[src/rtl/taxi_episode_ctrl.sv]
`default_nettype none
// ============================================================================
// Module  : taxi_episode_ctrl
// Brief   : Taxi episode driver. Seeds episodes from a 16-bit LFSR, steps the
//           combinational core and returns observations over valid/ready.
//           Optional macro TAXI_FIXED_SEED_EN reloads the LFSR on each start.
// Revision: 1.0 - initial release
// ============================================================================
module taxi_episode_ctrl #(
  parameter int          MAX_STEPS = 200,
  parameter logic [15:0] LFSR_SEED = 16'hACE1,
  parameter int          RET_W     = 16
) (
  input  logic             clk,
  input  logic             reset,
  input  logic             start,
  input  logic             act_valid,
  output logic             act_ready,
  input  logic [2:0]       act_data,
  output logic             obs_valid,
  input  logic             obs_ready,
  output logic [8:0]       obs_state,
  output logic [1:0]       obs_reward,
  output logic             obs_terminated,
  output logic             obs_truncated,
  output logic [2:0]       env_action,
  output logic [8:0]       env_state,
  input  logic [8:0]       env_next_state,
  input  logic [1:0]       env_reward,
  input  logic             env_terminated,
  output logic [9:0]       step_count,
  output logic [RET_W-1:0] ep_return,
  output logic             illegal_act
);

  localparam logic [2:0] c_ST_IDLE     = 3'd0;
  localparam logic [2:0] c_ST_SEED     = 3'd1;
  localparam logic [2:0] c_ST_OBS      = 3'd2;
  localparam logic [2:0] c_ST_WAIT_ACT = 3'd3;
  localparam logic [2:0] c_ST_STEP     = 3'd4;
  localparam logic [2:0] c_ST_DONE     = 3'd5;

  localparam logic [9:0]       c_MAX_STEPS = 10'(MAX_STEPS);
  localparam logic [RET_W-1:0] c_RET_MAX   = {1'b0, {(RET_W-1){1'b1}}};
  localparam logic [RET_W-1:0] c_RET_MIN   = {1'b1, {(RET_W-1){1'b0}}};

  logic [2:0]       r_fsm;
  logic [2:0]       w_fsm_next;
  logic [15:0]      r_lfsr;
  logic [15:0]      w_lfsr_next;
  logic [8:0]       r_state;
  logic [1:0]       r_reward;
  logic             r_term;
  logic             r_trunc;
  logic [2:0]       r_action;
  logic [9:0]       r_step;
  logic [RET_W-1:0] r_ret;
  logic             r_illegal;

  logic [2:0]       w_row;
  logic [2:0]       w_col;
  logic [1:0]       w_pass;
  logic [1:0]       w_dest;
  logic             w_cand_ok;
  logic [8:0]       w_cand;
  logic             w_act_illegal;
  logic [9:0]       w_step_inc;
  logic [5:0]       w_inc;
  logic [RET_W:0]   w_sum;
  logic [RET_W-1:0] w_ret_next;

  assign w_lfsr_next = {r_lfsr[14:0], r_lfsr[15] ^ r_lfsr[13] ^ r_lfsr[12] ^ r_lfsr[10]};

  assign w_row     = r_lfsr[2:0];
  assign w_col     = r_lfsr[5:3];
  assign w_pass    = r_lfsr[7:6];
  assign w_dest    = r_lfsr[9:8];
  assign w_cand_ok = (w_row <= 3'd4) && (w_col <= 3'd4) && (w_pass != w_dest);
  assign w_cand    = ({6'd0, w_row} * 9'd100) + ({6'd0, w_col} * 9'd20)
                   + {5'd0, w_pass, 2'b00} + {7'd0, w_dest};

  assign w_act_illegal = (act_data[2:1] == 2'b11);
  assign w_step_inc    = r_step + 10'd1;

  always_comb begin
    w_inc = 6'd0;
    case (env_reward)
      2'b00:   w_inc = 6'b111111;  // -1
      2'b01:   w_inc = 6'd20;
      2'b10:   w_inc = 6'b110110;  // -10
      default: w_inc = 6'd0;
    endcase
  end

  // One guard bit catches overflow; clamp to the signed rails.
  assign w_sum = {r_ret[RET_W-1], r_ret} + {{(RET_W-5){w_inc[5]}}, w_inc};

  always_comb begin
    w_ret_next = w_sum[RET_W-1:0];
    if (w_sum[RET_W] != w_sum[RET_W-1]) begin
      w_ret_next = w_sum[RET_W] ? c_RET_MIN : c_RET_MAX;
    end
  end

`ifdef TAXI_FIXED_SEED_EN
  logic w_start_acc;
  assign w_start_acc = start && ((r_fsm == c_ST_IDLE) || (r_fsm == c_ST_DONE));

  always_ff @(posedge clk or negedge reset) begin
    if (!reset) begin
      r_lfsr <= LFSR_SEED;
    end else if (w_start_acc) begin
      r_lfsr <= LFSR_SEED;
    end else begin
      r_lfsr <= w_lfsr_next;
    end
  end
`else
  always_ff @(posedge clk or negedge reset) begin
    if (!reset) begin
      r_lfsr <= LFSR_SEED;
    end else begin
      r_lfsr <= w_lfsr_next;
    end
  end
`endif

  always_ff @(posedge clk or negedge reset) begin
    if (!reset) begin
      r_fsm <= c_ST_IDLE;
    end else begin
      r_fsm <= w_fsm_next;
    end
  end

  always_comb begin
    w_fsm_next = r_fsm;
    case (r_fsm)
      c_ST_IDLE:     if (start) w_fsm_next = c_ST_SEED;
      c_ST_SEED:     if (w_cand_ok) w_fsm_next = c_ST_OBS;
      c_ST_OBS: begin
        if (obs_ready) w_fsm_next = (r_term || r_trunc) ? c_ST_DONE : c_ST_WAIT_ACT;
      end
      c_ST_WAIT_ACT: begin
        if (act_valid) w_fsm_next = w_act_illegal ? c_ST_OBS : c_ST_STEP;
      end
      c_ST_STEP:     w_fsm_next = c_ST_OBS;
      c_ST_DONE:     if (start) w_fsm_next = c_ST_SEED;
      default:       w_fsm_next = c_ST_IDLE;
    endcase
  end

  always_comb begin
    obs_valid = (r_fsm == c_ST_OBS);
    act_ready = (r_fsm == c_ST_WAIT_ACT);
  end

  always_ff @(posedge clk or negedge reset) begin
    if (!reset) begin
      r_state   <= 9'd0;
      r_reward  <= 2'b11;
      r_term    <= 1'b0;
      r_trunc   <= 1'b0;
      r_action  <= 3'd0;
      r_step    <= 10'd0;
      r_ret     <= '0;
      r_illegal <= 1'b0;
    end else begin
      case (r_fsm)
        c_ST_SEED: begin
          if (w_cand_ok) begin
            r_state  <= w_cand;
            r_reward <= 2'b11;
            r_term   <= 1'b0;
            r_trunc  <= 1'b0;
            r_step   <= 10'd0;
            r_ret    <= '0;
          end
        end
        c_ST_WAIT_ACT: begin
          if (act_valid) begin
            r_action <= act_data;
            if (w_act_illegal) begin
              r_illegal <= 1'b1;
              r_reward  <= 2'b00;
            end
          end
        end
        c_ST_STEP: begin
          r_state  <= env_next_state;
          r_reward <= env_reward;
          r_term   <= env_terminated;
          r_step   <= w_step_inc;
          r_ret    <= w_ret_next;
          r_trunc  <= (w_step_inc == c_MAX_STEPS) && !env_terminated;
        end
        default: ;
      endcase
    end
  end

  assign obs_state      = r_state;
  assign obs_reward     = r_reward;
  assign obs_terminated = r_term;
  assign obs_truncated  = r_trunc;
  assign env_action     = r_action;
  assign env_state      = r_state;
  assign step_count     = r_step;
  assign ep_return      = r_ret;
  assign illegal_act    = r_illegal;

endmodule
`default_nettype wire

[config.mk]
export PLATFORM = sky130hd
export DESIGN_NAME = taxi_episode_ctrl
export DESIGN_NICKNAME = d
export VERILOG_FILES = /design/src/rtl/taxi_episode_ctrl.sv
export SDC_FILE = /design/constraint.sdc
export NUM_CORES = 1
export LEC_CHECK = 0
export CAP_MARGIN = 0
export CORE_ASPECT_RATIO = 2
export CORE_MARGIN = 2
export CORE_UTILIZATION = 35
export CTS_BUF_LIST = sky130_fd_sc_hd__clkbuf_4 sky130_fd_sc_hd__clkbuf_8 sky130_fd_sc_hd__clkbuf_16
export DETAILED_ROUTE_END_ITERATION = 16
export DONT_BUFFER_PORTS = 1
export MAX_ROUTING_LAYER = met4
export PLACE_DENSITY_LB_ADDON = 0.25
export SYNTH_ARGS = -nofsm -noshare
export SYNTH_HDL_FRONTEND = slang
export SYNTH_SLANG_ARGS = --single-unit
[constraint.sdc]
create_clock -name clk -period 2.5 [get_ports clk]
set_clock_uncertainty 0.05 [all_clocks]
set_input_delay 0.625 -clock clk [delete_from_list [all_inputs] [get_ports clk]]
set_output_delay 0.625 -clock clk [all_outputs]
set_load 0.02 [all_outputs]
==> results.cfg, run 1 <==
[final_layout]
antenna-diode-count = 0
finalNonFillerCells = 651
fillCellCount = 1010
drive_gt1_share_pct = 38.1
layout.nets = 561
areaGrowthSynthToFinish_pct = 39.5
fin_area_mm2 = 0.00559

[synthesis]
netlist.area_leader.share_pct = 32.5
synth_cell_types = 57
ys_ff_latch = 62
syn-cell-area_mm2 = 0.00401
synth_async_sr_flop_share_pct = 100
synth_common_cells = dfrtp_1 (52), nand2_1 (47), o21ai_1 (43)
synth_edf_count = 0
synthTopCellsByArea = dfrtp_1 (32%), ha_1 (10%), dfstp_2 (6.6%)
synth_most_common_cell = dfrtp_1
syn_area_per_cell_um2 = 9.50
synth_cells = 422
synth_fp_nets = 479
seq_area_frac_synth_pct = 39.0
synthFlopType = dfrtp_1
synth_largest_area_cell = dfrtp_1
yosys_warnings = 0

[placement]
dp_cells = 619
port_buffers = 0
dp_hpwl_mm = 8.68
gp_congestion = 0.938
dp_slack_ns = -0.688
postPlaceCellArea_mm2 = 0.00470

[drt]
remaining_drc_errors = 0
drtAntennaViolNets = 0
drt_iter0_drc = 100
dr.pass1.iters = 6
drt_wl_total_mm = 12.2
viasPerCell = 5.51
wl_per_cell_um = 18.7
vias = 3584

[critical_path]
startpoint = env_reward[0]
cpPeakStageDelay_ns = 0.38
critPathKind = input port to flop
cp.buffers_inverters = 3
end_kind = flop
crit_chain = clkinvlp_4 > buf_4 > ha_4 > a211oi_2 > nor2_1 > a2111o_1 > a41oi_4 > xor2_4 > buf_6 > maj3_2 > o21ai_2
arrival_ns = 2.88
worstPathMaxFanout = 7
crit_path_top_delay_cell = a2111o_1
critPathTopFamily = compound AO/OA/AOI/OAI gates
r2r_slack_ns = -0.17
worst_setup_path_start_kind = input port
timing.rr.start = ep_return[0]
required_ns = 2.66

[global_route]
top_usage_layer = met2
grt_pass1_wl_mm = 19.1
grt_max_degree = 53
antenna_found_initial = 0
grtUsageMet1_pct = 20.5
grt_pass1_vias = 3703
grtUsageTotal_pct = 21.0
use_met2_pct = 38.5
grt-ovfl-total = 0
use_met3_pct = 3.42

[power]
max-vdd-ir-drop_uv = 301
p_per_area_mw_per_mm2 = 493
power_frac_seq_pct = 36.7
p_leak_nw = 2.50
internal-power_mw = 2.12
switchingPower_uw = 633
combPwrFrac_pct = 13.4
swShare_pct = 23.0
clkPwrFrac_pct = 49.9

[floorplanning]
io_pins = 74
dieArea_mm2 = 0.0124
die_x_um = 79.7
rows = 55
core_mm2 = 0.0112
start_util_pct = 35.7
die_h_um = 155

[sta]
worst_slack_ns = -0.221
slew_headroom_pct = 67.3
final_hold_viol_count = 0
max_freq_mhz = 367
post-route-period-util_pct = 109
rsz0062_at_grt = true
finalCriticalPeriod_ns = 2.72
worst_pin_slew_ns = 0.491
drv_slew = 0
setup_viol = 16

[outcome]
outcome = finished with violations
violations = setup timing

[cts]
path_clk_slew_ns = 0.05
cts-buffers-inserted = 9
clock_sinks = 62
clkLatencyLatePin_ns = 0.33
cts_tree = yes
cts.path.max_buffers = 2
htreeDepth = 3
root_buffer = clkbuf_16

[hold_path]
hold_class = input port to async pin

[run]
max_cap_violations = 0
## flip-flops by register name (all words and copies together) (netlist names), 2 cells and up
signal,flops
step_count,10
env_action,3
obs_reward,2
ep_return,16
env_state,9
r_lfsr,16
r_fsm,3
## cells by family after synthesis
kind of cell,after synthesis,share of synthesized area (%)
AOI/OAI and AO/OA,123,19.9
and+or+nand+nor,117,13.7
DFF,62,39.0
adders and majority gates,45,14.4
buffers and inverters,41,4.75
xor gates and xnor gates,25,5.93
muxes,9,2.37
## repair_timing
action	CTS	global route
gates cloned	1	0
resized for setup	52	21
pin swaps	20	14
hold endpoints to repair	52	0
hold buffers	1	0
endpoints found under the setup margin	18	18
setup buffers	11	5
## layout make-up
class | instances | area, um^2 | share of cell area [%]
clock buffers | 13 | 262 | 4.68
clock inverters | 3 | 67.6 | 1.21
inverters | 15 | 60.1 | 1.07
multi-input cells | 320 | 2670 | 47.7
flip-flops and latches | 62 | 1570 | 28.0
well taps | 142 | 178 | 3.18
repair buffers | 96 | 791 | 14.1
## power by group through the flow
stage,clock network [mW],registers (mW),logic [mW]
3_5_place_dp,0,1.03,0.257
5_1_grt,1.46,1.01,0.395
3_3_place_gp,0,1.03,0.252
2_1_floorplan,0,1.03,0.150
6_report,1.38,1.01,0.369
4_1_cts,1.40,1.01,0.348
## metal layers
metal	part of all wire [%]	vias up
li1	-	1670
met1	34	1772
met2	57	103
met3	4.1	39
met4	4.5	0
met5	0	-
## stage by stage
step / utilization (%) / setup TNS, ns / hold WS (ns) / power [mW]
finish: 49.8 / -2.74 / 0.0935 / 2.76
global route: 49.8 / -4.22 / 0.0763 / 2.86
CTS: 48.5 / -2.25 / 0.0837 / 2.76
detailed placement: 41.9 / -9.54 / 0.281 / 1.29
global placement: 41.9 / -8.29 / 0.283 / 1.28
floorplan: - / -5.10 / 0.279 / 1.18
## worst reg2reg max path, cell delays in order (launching register included)
cell and delay (ns):
dfrtp_1 0.42, ha_4 0.19, inv_2 0.05, fa_2 0.19, inv_2 0.03, a21o_1 0.16, maj3_2 0.33, a311o_1 0.35
a21oi_2 0.23, buf_6 0.18, buf_6 0.11, maj3_2 0.19, o21ai_2 0.06
## placed cells by master (no fill, tap or decap), types with 9 or more instances in the layout
cell / n
nand3_1: 10
nor2_1: 22
a21oi_2: 11
inv_1: 11
xor2_1: 10
o21ai_1: 41
buf_4: 84
dfstp_2: 10
ha_4: 17
a21oi_1: 14
ha_1: 15
buf_6: 10
dfrtp_1: 51
clkbuf_16: 9
nand2_1: 47
xnor2_1: 13
## worst paths after layout
| kind | end | depth (start not counted) |
|---|---|---|
| setup / recovery | ep_return[10] | 11 |
| hold reg to reg | r_lfsr[11] | 0 |
| hold / removal | r_lfsr[5] | 0 |
| setup reg to reg | ep_return[10] | 12 |
| min in group clk | r_lfsr[11] | 0 |
| max in group asynchronous | r_lfsr[2] | 1 |
Power figures use the tool's default switching activity.
==> inputs of run 2 (changes only) <==
Settings changed: CTS_CLUSTER_SIZE set to 12.
==> results of run 2 <==
The final DEF is identical to that of run 1; final timing and power are the same.
==> inputs of run 3 (changes only) <==
Settings changed: CAP_MARGIN 0 to 20, CORE_MARGIN 2 to not set.
==> run 3 against run 2 <==
The flow still finishes with violations (setup timing). Die area decreased by 3.8%. Largest power group unchanged. Count of clock-buffer cells in the layout decreased by 3. Cell area decreased by 1.2%. First-iteration DRC count increased by 19%. Cell count decreased by 1.4%. Flip-flop and latch count is the same. Largest cell class unchanged. Via count is 3.0% lower. Highest routed layer unchanged. Worst hold slack got worse by 0.0058 ns. Combinational power is 4% lower.
==> results.cfg, run 3 (synthesized netlist as in run 1, its figures left out) <==
[final_layout]
areaGrowthSynthToFinish_pct = 37.9
fillCellCount = 1003
layout_common_cells = buf_4 (76), dfrtp_1 (51), nand2_1 (46), o21ai_1 (42), nor2_1 (22)
layout.nets = 552
finalNonFillerCells = 642
antenna-diode-count = 0
drive_gt1_share_pct = 35.6
layout_commonest_cell = buf_4

[placement]
dp_hpwl_mm = 8.61
gp_congestion = 0.830
port_buffers = 0
dp_cells = 613

[critical_path]
required_ns = 2.66
worst_setup_path_start_kind = input port
critPathKind = input port to flop
ff2ff_path_depth = 12
cpPeakStageDelay_ns = 0.38
arrival_ns = 2.80
crit_path_top_delay_cell = a2111o_1
end_kind = flop
worstPathMaxFanout = 8
timing.rr.start = ep_return[0]
crit_top_cell = buf_12
crit_chain = clkinvlp_4 > buf_12 > ha_4 > a211oi_2 > nor2_1 > a2111o_1 > a41oi_4 > buf_12 > xor2_4 > maj3_2 > o21ai_1
timing.rr.end = ep_return[4]
r2r_slack_ns = -0.11

[sta]
post-route-period-util_pct = 106
finalCriticalPeriod_ns = 2.64
rsz0062_at_grt = true
final_hold_viol_count = 0
drv_slew = 0
worst_slack_ns = -0.141
setup_viol = 15
worst_pin_slew_ns = 0.517
max_freq_mhz = 379
timing.hold.ws_ns = 0.0876
finalSetupTns_ns = -1.36
slew_headroom_pct = 65.5

[floorplanning]
io_pins = 74
start_util_pct = 35.7
dieArea_mm2 = 0.0119
die_h_um = 153
die_x_um = 77.7
rows = 55
core_mm2 = 0.0112

[global_route]
grt_pass1_vias = 3639
grt_pass1_wl_mm = 19.5
grt-ovfl-total = 0
antenna_found_initial = 0
grt_max_degree = 53
grtUsageTotal_pct = 22.5

[cts]
cts.path.max_buffers = 2
clock_sinks = 62
path_clk_slew_ns = 0.05
htreeDepth = 3
cts-buffers-inserted = 9
cts_tree = yes
clkLatencyLatePin_ns = 0.33
root_buffer = clkbuf_16

[drt]
wl_per_cell_um = 18.8
drtAntennaViolNets = 0
dr.pass1.iters = 5
viasPerCell = 5.41
vias = 3476
drt_wl_total_mm = 12.1
drt_iter0_drc = 119
remaining_drc_errors = 0

[power]
combPwrFrac_pct = 12.5
clkPwrFrac_pct = 51.8
p_per_area_mw_per_mm2 = 512
power_frac_seq_pct = 35.8
switchingPower_uw = 644
max-vdd-ir-drop_uv = 424
p_leak_nw = 2.46
swShare_pct = 22.8
total_power_mw = 2.83
internal-power_mw = 2.18

[hold_path]
hold_class = input port to async pin

[run]
max_cap_violations = 0

[outcome]
violations = setup timing
outcome = finished with violations
[run 3: cell count changes in the layout (fill, tap and decap cells not counted), moves of 2 or more]
cell / change
clkinv_2: +2
clkbuf_4: -3
o21ai_2: -2
buf_4: -8
o311ai_1: +2
a21oi_2: -4
o311ai_2: -3
buf_12: +3
a21oi_1: +3
buf_6: -5
[run 3: routing by layer]
layer  GRT usage (%)  share of wire, %
met1            21.2                34
met2            40.2                57
met3            5.55               4.7
met4            13.3               4.4
met5               -                 0
[run 3: final cells by class]
type                       instances  area, um^2  area share [%]
sequential                        62        1570            28.3
inverter                          15        60.1            1.09
clock inverter                     6         109            1.97
timing repair inverter             1        7.51           0.136
multi-input combinational        320        2630            47.7
timing repair buffer              86         734            13.3
clock buffer                      10         239            4.32
tap                              142         178            3.21
[run 3: worst max-delay path: cells and delay by family]
family,cells,cell delay (ns)
adders and majority gates,2,0.52
buffers and inverters,3,0.38
and+or+nand+nor,1,0.09
AOI/OAI and AO/OA,4,0.94
xor gates and xnor gates,1,0.24
[run 3: metrics by stage]
| step | util, % | cell area (um^2) | setup WS [ns] |
|---|---|---|---|
| 2_1_floorplan | - | 4030 | -0.377 |
| 3_3_place_gp | 41.5 | 4650 | -0.585 |
| 3_5_place_dp | 41.5 | 4650 | -0.641 |
| 4_1_cts | 48.1 | 5400 | -0.107 |
| 5_1_grt | 49.3 | 5530 | -0.295 |
| 6_report | 49.3 | 5530 | -0.141 |
[run 3: what timing repair did]
| item | CTS | global route |
|---|---|---|
| endpoints found under the setup margin | 17 | 18 |
| cloned | 2 | 0 |
| hold buffers | 1 | 0 |
| endpoints found under the hold margin | 52 | 0 |
| gates resized for setup | 41 | 17 |
| setup buffers | 8 | 3 |
| pin swaps | 17 | 10 |
[run 3: how the worst max path moves through the flow]
stage               endpoint  cells after the start           from  slack, ns
3_5_place_dp    ep_return[4]                     10  env_reward[0]      -0.64
6_report       ep_return[13]                     11  env_reward[0]      -0.14
4_1_cts        ep_return[10]                     12   ep_return[0]      -0.11
5_1_grt        ep_return[14]                     13   ep_return[0]      -0.29
3_3_place_gp    ep_return[9]                     10  env_reward[0]      -0.58
2_1_floorplan   ep_return[2]                      9  env_reward[0]      -0.38
[run 3: power by group through the flow]
stage               clock, mW  sequential [mW]  combinational (mW)
floorplan                   0             1.03               0.150
global placement            0             1.03               0.246
detailed placement          0             1.03               0.251
CTS                      1.49             1.01               0.339
global route             1.54             1.01               0.384
finish                   1.46             1.01               0.353
